[src/rtl/layer_compositor.sv]
// Merges NUM_LAYERS pixel streams by fixed index priority with per-layer enable and blink,
// pipelining pixel, winner index and VGA sync/DE together; latches a per-frame overlap flag.
module layer_compositor #(
    parameter int                 NUM_LAYERS   = 4,
    parameter int                 COLOR_W      = 12,
    parameter int                 PIPE_STAGES  = 2,
    parameter logic [COLOR_W-1:0] BG_COLOR     = 12'h333,
    parameter int                 BLINK_FRAMES = 32,
    parameter logic               SYNC_IDLE    = 1'b1,
    localparam int                LW           = $clog2(NUM_LAYERS + 1)
) (
    input  logic                          clk_25_175,
    input  logic                          reset,
    input  logic                          frame_start,
    input  logic [NUM_LAYERS*COLOR_W-1:0] layer_pix,
    input  logic [NUM_LAYERS-1:0]         layer_valid,
    input  logic [NUM_LAYERS-1:0]         layer_enable,
    input  logic [NUM_LAYERS-1:0]         layer_blink,
    input  logic                          de_in,
    input  logic                          hsync_in,
    input  logic                          vsync_in,
    output logic [COLOR_W-1:0]            pix_out,
    output logic                          de_out,
    output logic                          hsync_out,
    output logic                          vsync_out,
    output logic [LW-1:0]                 active_layer,
    output logic                          overlap_frame,
    output logic                          blink_phase
);

    localparam int            CW      = $clog2(BLINK_FRAMES + 1);
    localparam logic [CW-1:0] FC_LAST = CW'(BLINK_FRAMES - 1);
    localparam logic [LW-1:0] ACT_BG  = LW'(NUM_LAYERS);

    logic [NUM_LAYERS-1:0] elig;
    logic [COLOR_W-1:0]    sel_pix;
    logic [LW-1:0]         sel_act;
    logic                  seen;
    logic                  multi;
    logic                  overlap_now;

    logic [COLOR_W-1:0]    pix_q [PIPE_STAGES];
    logic [LW-1:0]         act_q [PIPE_STAGES];
    logic [PIPE_STAGES-1:0] de_q;
    logic [PIPE_STAGES-1:0] hs_q;
    logic [PIPE_STAGES-1:0] vs_q;

    logic [CW-1:0]         frame_cnt;
    logic                  overlap_acc;

    assign elig = layer_valid & layer_enable & ~(layer_blink & {NUM_LAYERS{blink_phase}});

    // Descending scan so the lowest eligible index is the last to write and wins.
    always_comb begin
        sel_pix = BG_COLOR;
        sel_act = ACT_BG;
        seen    = 1'b0;
        multi   = 1'b0;
        for (int i = NUM_LAYERS - 1; i >= 0; i--) begin
            if (elig[i]) begin
                sel_pix = layer_pix[i*COLOR_W +: COLOR_W];
                sel_act = LW'(i);
            end
        end
        for (int i = 0; i < NUM_LAYERS; i++) begin
            if (elig[i]) begin
                if (seen) multi = 1'b1;
                seen = 1'b1;
            end
        end
        if (!de_in) begin
            sel_pix = '0;
            sel_act = ACT_BG;
        end
    end

    assign overlap_now = de_in & multi;

    always_ff @(posedge clk_25_175) begin
        if (!reset) begin
            for (int s = 0; s < PIPE_STAGES; s++) begin
                pix_q[s] <= '0;
                act_q[s] <= ACT_BG;
                de_q[s]  <= 1'b0;
                hs_q[s]  <= SYNC_IDLE;
                vs_q[s]  <= SYNC_IDLE;
            end
        end else begin
            pix_q[0] <= sel_pix;
            act_q[0] <= sel_act;
            de_q[0]  <= de_in;
            hs_q[0]  <= hsync_in;
            vs_q[0]  <= vsync_in;
            for (int s = 1; s < PIPE_STAGES; s++) begin
                pix_q[s] <= pix_q[s-1];
                act_q[s] <= act_q[s-1];
                de_q[s]  <= de_q[s-1];
                hs_q[s]  <= hs_q[s-1];
                vs_q[s]  <= vs_q[s-1];
            end
        end
    end

    assign pix_out      = pix_q[PIPE_STAGES-1];
    assign active_layer = act_q[PIPE_STAGES-1];
    assign de_out       = de_q[PIPE_STAGES-1];
    assign hsync_out    = hs_q[PIPE_STAGES-1];
    assign vsync_out    = vs_q[PIPE_STAGES-1];

    // An overlap in the frame_start cycle still belongs to the frame being closed.
    always_ff @(posedge clk_25_175) begin
        if (!reset) begin
            frame_cnt     <= '0;
            blink_phase   <= 1'b0;
            overlap_acc   <= 1'b0;
            overlap_frame <= 1'b0;
        end else if (frame_start) begin
            overlap_frame <= overlap_acc | overlap_now;
            overlap_acc   <= 1'b0;
            if (frame_cnt == FC_LAST) begin
                frame_cnt   <= '0;
                blink_phase <= ~blink_phase;
            end else begin
                frame_cnt <= frame_cnt + CW'(1);
            end
        end else if (overlap_now) begin
            overlap_acc <= 1'b1;
        end
    end

endmodule

[config.mk]
export PLATFORM = sky130hd
export DESIGN_NAME = layer_compositor
export DESIGN_NICKNAME = d
export VERILOG_FILES = /design/src/rtl/layer_compositor.sv
export SDC_FILE = /design/constraint.sdc
export NUM_CORES = 1
export LEC_CHECK = 0
export CELL_PAD_IN_SITES_DETAIL_PLACEMENT = 0
export CELL_PAD_IN_SITES_GLOBAL_PLACEMENT = 2
export CORE_AREA = 2 2 98 100
export DETAILED_ROUTE_END_ITERATION = 6
export DIE_AREA = 0 0 100 102
export PLACE_DENSITY = 0.75
export SETUP_SLACK_MARGIN = 0.02
export SLEW_MARGIN = 20
export SYNTH_ARGS = -nofsm -noshare
export SYNTH_HDL_FRONTEND = slang
export SYNTH_SLANG_ARGS = --single-unit
[constraint.sdc]
create_clock -name clk_25_175 -period 1.4 [get_ports clk_25_175]
set_input_delay 0.21 -clock clk_25_175 [delete_from_list [all_inputs] [get_ports clk_25_175]]
set_output_delay 0.21 -clock clk_25_175 [all_outputs]
set_load 0.005 [all_outputs]
Word level (Yosys, flattened, before mapping)
Memory sizes are Yosys's and may differ from the RTL's.
Index checks and enable logic that the tools add are counted.
{"block": "word_totals", "register_bits": 15, "mem_bits_rw": 30, "in_bits": 66, "output_inout_bits": 20, "word_cells": 51, "n_memories": 2}
{"name": "pix_q", "depth": 2, "word_bits": 12, "read_ports": 2, "rd_ports_with_merged_regs": 0, "write_ports": 2, "line_no": "42", "text": "logic [COLOR_W-1:0] pix_q [PIPE_STAGES];"}
{"name": "act_q", "depth": 2, "word_bits": 3, "read_ports": 2, "rd_ports_with_merged_regs": 0, "write_ports": 2, "line_no": "43", "text": "logic [LW-1:0] act_q [PIPE_STAGES];"}
{"block": "classes", "addsub": 1, "n_eq_ne": 1, "n_mux": 26, "bitwise_logic": 12, "n_reduce_logical": 2}
{"cell": "$mux 12", "n": 7}
{"cell": "$mux 3", "n": 7}
{"cell": "$and 4x4->4", "n": 3}
{"cell": "$mux 1", "n": 11}
{"cell": "$add 6x1->6 const B", "n": 1}
{"cell": "$eq 6x5->1 const B", "n": 1}
{"cell": "$mux 6", "n": 1}
{"cell": "$or 1x1->1", "n": 5}
{"cell": "$not 4->4", "n": 1}
{"cell": "$not 1->1", "n": 2}
{"cell": "$reduce_and 2->1", "n": 1}
{"cell": "$reduce_or 2->1", "n": 1}
{"cell": "$and 1x1->1", "n": 1}

Depth between registers and ports, before layout
Gate-level depths: netlist (run 1).
{"block": "depth", "ltp_word": 12, "mapped_depth": 6, "mapped_depth_nobuf": 5}

Worst setup path after synthesis (run 1)
OpenSTA, ideal clock, no wires.
{"block": "synth_timing", "path_type": "reg2reg", "from": "register blink_phase", "to": "memory pix_q[0][0]", "setup_ps": 136, "t_arrival_ps": 1211, "required_time_ps": 1264, "path_slack_ps": 54, "path_stages_with_launch": 6, "path_buffers": 1, "synth_period_minus_slack_ps": 1346, "cell_sequence": "dfxtp_1 buf_6 nand2_4 a221o_1 o221ai_1 a31oi_1"}
{"item": "start, declared", "line_no": "28", "text": "output logic blink_phase"}
{"item": "start signal, assigned", "line_no": "122", "text": "blink_phase <= ~blink_phase;"}
{"item": "end, declared", "line_no": "42"}

Worst setup path after layout (run 1)
{"block": "layout_timing", "from": "register blink_phase", "to": "register overlap_frame"}
{"block": "layout_between", "elab_chain_cells": 12, "word_cells_on_any_way": 14, "classes_between": "mux (9); bitwise (5)"}
{"item": "$and 4x4->4 (*)", "line_no": "51", "text": "assign elig = layer_valid & layer_enable & ~(layer_blink & {NUM_LAYERS{blink_phase}});"}
{"item": "$not 4->4 (*)", "line_no": "51"}
{"item": "$and 4x4->4 (*)", "line_no": "51"}
{"item": "$mux 1", "line_no": "66", "text": "if (elig[i]) begin"}
{"item": "$mux 1", "line_no": "67", "text": "if (seen) multi = 1'b1;"}
{"item": "$mux 1", "line_no": "66"}
{"item": "$mux 1", "line_no": "67"}
{"item": "$mux 1", "line_no": "66"}
{"item": "$mux 1", "line_no": "67"}
{"item": "$mux 1 (*)", "line_no": "66"}
{"item": "$and 1x1->1 (*)", "line_no": "77", "text": "assign overlap_now = de_in & multi;"}
{"item": "$or 1x1->1 (*)", "line_no": "118", "text": "overlap_frame <= overlap_acc | overlap_now;"}
{"item": "end signal, assigned", "line_no": "118"}
{"item": "end, declared", "line_no": "27", "text": "output logic overlap_frame,"}
Every way passes the cells marked *; elsewhere a longest branch is shown, timed or not.
A chain may end at the register's enable or synchronous reset.

==> results.cfg, run 1 <==
[floorplan]
fp.dieArea_um2 = 10200
die_w_um = 100
die_h_um = 102
rows = 35
core_um2 = 9110
io_pins = 86
start_util_pct = 20.6

[sta]
fin_crit_ns = 1.40
rsz0062_at_grt = yes
finalSetupViolations = 1
relSlewSlack_pct = 75.6
tns_ns = -0.00416
timing.final.ws_setup_ns = -0.00416
clock.fmax_ghz = 0.712
tightest_slew_ns = 0.365
fin_skew_ns = 0.00287
hold_viol = 0
slew_violations = 0
period_share_pct = 100

[final_layout]
fin_cells = 401
syn2layout_area_growth_pct = 67.8
diodes = 0
nets = 356
post-route-util_pct = 34.6
drive_gt1_share_pct = 20.3

[clock_tree]
clk_pin_slew_ns = 0.08
numCtsBuffers = 5
clock-root-buffer = clkbuf_8
clock_latency_ns = 0.29
clock_sinks = 45
cts_tree = built
h-tree-depth = 2
cts_buffer_depth = 2
ctsHoldBuffers = 0

[global_route]
grt_pass1_vias = 1623
grt_pass1_wl_um = 8420
grt_usage_pct = 10.8
antenna_found_initial = 0
grt-ovfl-total = 0
grt_start_max_net_pins = 17

[setup_path]
crit_required_ns = 1.62
path_cells = buf_6 -> nand2_4 -> buf_6 -> a222oi_1 -> a2111o_1 -> a31oi_1
cpMaxStageDelayCell = a2111o_1
crit_path_start_kind = flip-flop
cpMostUsedCell = buf_6
cp_slowest_stage_delay_ns = 0.39
path_max_fanout = 4
worst-setup-path-type = flip-flop to flip-flop
critical_path_arrival_ns = 1.63
endpoint_kind = flip-flop

[drt]
via_per_inst = 4.27
ant_nets = 0
vias = 1711
wl_um = 5560
drtIter0Drc = 62
first_pass_iters = 4
wl_per_cell_um = 13.9
drc = 0

[placement]
hpwlAfterDp_um = 4120
port_buffers = 85
place.gp.congestion = 0.698
placed_cells = 390

[synthesis]
synth-edff-count = 0
synth.top_cells.by_count = 45 x dfxtp_1, 21 x and2_1, 17 x buf_4, 15 x nand2_1, 13 x o21ai_0
syn_nets = 264
yosysWarnings = 0
synth-seq-cells = 45
syn_area_um2 = 1880
avgSynthCellArea_um2 = 9.54
ys.flop_type = dfxtp_1
synthArstFlopShare_pct = 0
yosysTopAreaCell = dfxtp_1
syn_inst = 197
synthTopCellsByArea = dfxtp_1 48%, and2_1 7.0%, buf_4 6.8%
yosysSeqAreaShare_pct = 47.9
synth_top_area_share_pct = 47.9
synth.most_common_cell = dfxtp_1
yosysUniqueCellTypes = 35

[power]
leakagePower_nw = 1.24
power_density_nw_per_um2 = 953
irDropWorstVdd_v = 0.000484

[hold_path]
hold_path.class = flip-flop to flip-flop

[outcome]
outcome = finished with violations
violations = setup timing

[run]
maxCapViolCount = 0
where the power goes:
| part | total, mW | switching [mW] | internal [mW] |
|---|---|---|---|
| clock | 1.16 | 0.449 | 0.709 |
| sequential | 1.35 | 0.0152 | 1.33 |
| combinational | 0.499 | 0.184 | 0.315 |
metal layers:
layer	routed length, um	track usage [%]
met5	0	0
met4	75	3.79
met2	2570	17.9
met3	426	2.74
met1	2490	13.8
sequential cells by signal (all words and copies together) (netlist names):
signal / flops
act_q: 6
hs_q: 2
frame_cnt: 6
overlap_frame: 1
overlap_acc: 1
vs_q: 2
pix_q: 24
blink_phase: 1
de_q: 2
timing repair:
| action | in CTS | in global routing |
|---|---|---|
| setup endpoints to repair | 15 | 22 |
| cloned | 0 | 1 |
| buffers inserted | 1 | 1 |
| resized for setup | 15 | 17 |
| pin swaps | 5 | 14 |
per-stage QoR:
| stage | instance area (um^2) | total power [mW] | hold WS [ns] | setup WS [ns] |
|---|---|---|---|---|
| after detailed placement | 2870 | 1.84 | 0.395 | -0.372 |
| after CTS | 3070 | 3.02 | 0.414 | 0.00963 |
| after floorplan | 1880 | 1.55 | 0.283 | 0.0538 |
| after global routing | 3150 | 3.14 | 0.424 | -0.0752 |
| final | 3150 | 3.00 | 0.413 | -0.00416 |
| after global placement | 2870 | 1.84 | 0.389 | -0.340 |
cell usage in the layout (no fill, tap or decap), drive strengths merged, types with 4 or more instances in the layout:
cell type / n
nor2: 4
clkbuf: 5
and2: 25
a31oi: 7
dfxtp: 45
nand2: 18
a221oi: 7
clkdlybuf4s50: 83
nand2b: 5
inv: 8
buf: 26
a211oi: 6
xnor2: 4
o221ai: 6
o21ai: 13
final cells by class:
type,count,area [um^2]
Clock buffer,5,68.8
Clock inverter,3,65.1
Fill cell,963,5960
Inverter,8,30.0
Multi-Input combinational cell,118,882
Sequential cell,45,905
Tap cell,111,139
Timing Repair Buffer,111,1060
final timing paths:
path / slack, ns / startpoint / cells after the start / end
worst min register to register: 0.41 / vs_q[0]$_SDFF_PN1_ / 1 / vs_q[1]$_SDFF_PN1_
worst min-delay path: 0.41 / vs_q[0]$_SDFF_PN1_ / 1 / vs_q[1]$_SDFF_PN1_
worst max-delay path: -0.004 / blink_phase$_SDFFE_PN0P_ / 6 / overlap_frame$_SDFFE_PN0P_
worst max register to register: -0.004 / blink_phase$_SDFFE_PN0P_ / 6 / overlap_frame$_SDFFE_PN0P_
cell families (layout without fill, tap and decap cells):
group,after synthesis,in the layout,share of synthesized area (%)
DFF,45,45,47.9
AOI/OAI and AO/OA,48,48,19.0
adders and majority gates,1,1,0.666
buffers and inverters,34,127,10.7
and+or+nand+nor,62,62,18.3
muxes,1,1,0.533
xor gates and xnor gates,6,6,2.80
critical path, delay by kind of cell, from the launching register on:
family	cells	cell delay, ns
AOI/OAI and AO/OA	3	0.66
buffers and inverters	2	0.24
DFF	1	0.37
and+or+nand+nor	1	0.07
(Power assumes the default switching activity.)
==> inputs of run 2 (changes only) <==
CAP_MARGIN = 10   (was not set)
CTS_CLUSTER_DIAMETER = 100   (was not set)
==> results of run 2 <==
No change in the layout: final DEF, timing and power equal those of run 1.
==> inputs of run 3 (changes only) <==
--- a/constraint.sdc
+++ b/constraint.sdc
@@ -3,2 +3,2 @@
 set_output_delay 0.21 -clock clk_25_175 [all_outputs]
-set_load 0.005 [all_outputs]
+set_load 0.1 [all_outputs]
==> run 3 against run 2 <==
The run now ends clean. Non-clock buffer count shrank 7. Via count shrank 3.0%. Flip-flop and latch count is the same. Combinational power grew 34%. Power shrank 3.6%. Wire length shrank 4.3%. Critical endpoint is now pix_q[0][9]$_SDFF_PN0_. Highest routed layer unchanged.
==> results.cfg, run 3 (synthesized netlist as in run 1, its figures left out) <==
[outcome]
outcome = finished clean

[setup_path]
critical_path_arrival_ns = 1.53
worst-setup-path-type = input pin to flip-flop
crit_required_ns = 1.57
path_cells = clkdlybuf4s50_1 -> a221o_2 -> o221ai_1 -> a31oi_1
path_delay_family = compound AO/OA/AOI/OAI gates
endpoint_kind = flip-flop
cp_slowest_stage_delay_ns = 0.53
cpMaxStageDelayCell = a221o_2
crit_path_start_kind = input pin
critical_path_buf_inv_count = 1
path_max_fanout = 7

[placement]
port_buffers = 85
place.gp.congestion = 0.761
hpwlAfterDp_um = 3990
dpl_worst_slack_ns = -0.374
place_area_um2 = 3080

[power]
irDropWorstVdd_v = 0.000378
combPwrFrac_pct = 23.1
p_total_mw = 2.90
leakagePower_nw = 1.28
p_switching_uw = 764
p_sw_share_pct = 26.4
power_density_nw_per_um2 = 890
seq_power_share_pct = 47.0
p_int_mw = 2.13
clkPwrFrac_pct = 29.9

[drt]
drtIter0Drc = 29
vias = 1660
first_pass_iters = 4
drc = 0
wl_per_cell_um = 13.5
wl_um = 5320
ant_nets = 0
via_per_inst = 4.22

[clock_tree]
clock_latency_ns = 0.29
clk_pin_slew_ns = 0.08
clock_sinks = 45
h-tree-depth = 2
numCtsBuffers = 5
cts_buffer_depth = 2
cts_tree = built
clock-root-buffer = clkbuf_8

[floorplan]
die_w_um = 100
rows = 35
die_h_um = 102
io_pins = 86
core_um2 = 9110
start_util_pct = 20.6
fp.dieArea_um2 = 10200

[sta]
relSlewSlack_pct = 78.5
period_share_pct = 96.6
fin_crit_ns = 1.35
fin_skew_ns = 0.00722
tns_ns = 0
rsz0062_at_grt = yes
finalSetupViolations = 0
timing.final.ws_setup_ns = 0.0470
slew_violations = 0
tightest_slew_ns = 0.322
hold_viol = 0
clock.fmax_ghz = 0.739

[final_layout]
final_common_cell = clkdlybuf4s50_1
diodes = 0
largest-register = pix_q
final_design_area_no_fill_um2 = 3250
nets = 349
top_regs = pix_q (24), act_q (6), frame_cnt (6)
post-route-util_pct = 35.7
fillCellCount = 924
largest_register_ffs = 24
drive_gt1_share_pct = 24.1
layout_common_cells = 62 x clkdlybuf4s50_1, 44 x dfxtp_1, 21 x buf_12
syn2layout_area_growth_pct = 73.2

[global_route]
grt_usage_pct = 10.5
grt_start_max_net_pins = 28
grt-ovfl-total = 0
grt_pass1_wl_um = 8140
grt_pass1_vias = 1663
antenna_found_initial = 0

[run]
maxCapViolCount = 0

[hold_path]
hold_path.class = flip-flop to flip-flop
## run 3: cell count changes in the layout (fill, tap and decap cells not counted), moves of 2 or more
cell / delta
o221ai_2: -3
buf_6: -3
a211oi_1: +2
buf_12: +21
buf_4: -4
bufinv_16: -2
dlymetal6s2s_1: +2
nand2_4: -2
o221ai_1: +3
clkdlybuf4s50_1: -21
a211oi_2: -2
## run 3: worst paths after layout
kind	start	to	slack (ns)	depth (start not counted)
max	layer_blink[3]	pix_q[0][9]$_SDFF_PN0_	0.05	4
min	hs_q[0]$_SDFF_PN1_	hs_q[1]$_SDFF_PN1_	0.41	1
max reg2reg	blink_phase$_SDFFE_PN0P_	pix_q[0][9]$_SDFF_PN0_	0.07	4
min reg2reg	hs_q[0]$_SDFF_PN1_	hs_q[1]$_SDFF_PN1_	0.41	1
## run 3: final cells by class
type	instances	area, um^2	area share (%)
repair buffers	104	1220	37.5
multi-input cells	118	861	26.5
clock buffers	6	93.8	2.88
clock inverters	1	5.00	0.154
well taps	111	139	4.27
inverters	8	30.0	0.923
flip-flops and latches	45	905	27.8
## run 3: routing by layer
metal | vias to the layer above | share of wire, % | global-route usage (%)
li1 | 839 | - | -
met1 | 755 | 46 | 12.9
met2 | 61 | 47 | 17.7
met3 | 5 | 5.9 | 2.94
met4 | 0 | 1.2 | 3.48
met5 | - | 0 | 0
## run 3: metrics by stage
stage | std cells | hold WS (ns)
2_1_floorplan | 197 | 0.283
3_3_place_gp | 385 | 0.388
3_5_place_dp | 385 | 0.394
4_1_cts | 392 | 0.414
5_1_grt | 393 | 0.423
6_report | 393 | 0.410
## run 3: power groups by stage
| stage | logic [mW] | clock network, mW | registers (mW) |
|---|---|---|---|
| after detailed placement | 0.653 | 0 | 1.39 |
| final | 0.670 | 0.866 | 1.36 |
| after floorplan | 0.290 | 0 | 1.41 |
| after CTS | 0.657 | 0.913 | 1.36 |
| after global routing | 0.717 | 0.953 | 1.37 |
| after global placement | 0.653 | 0 | 1.39 |
## run 3: repair_timing
item | CTS | global route
gates resized for setup | 2 | 16
cloned | 0 | 0
hold buffers | 0 | 0
buffers inserted | 0 | 1
endpoints found under the setup margin | 4 | 19
pin swaps | 0 | 9
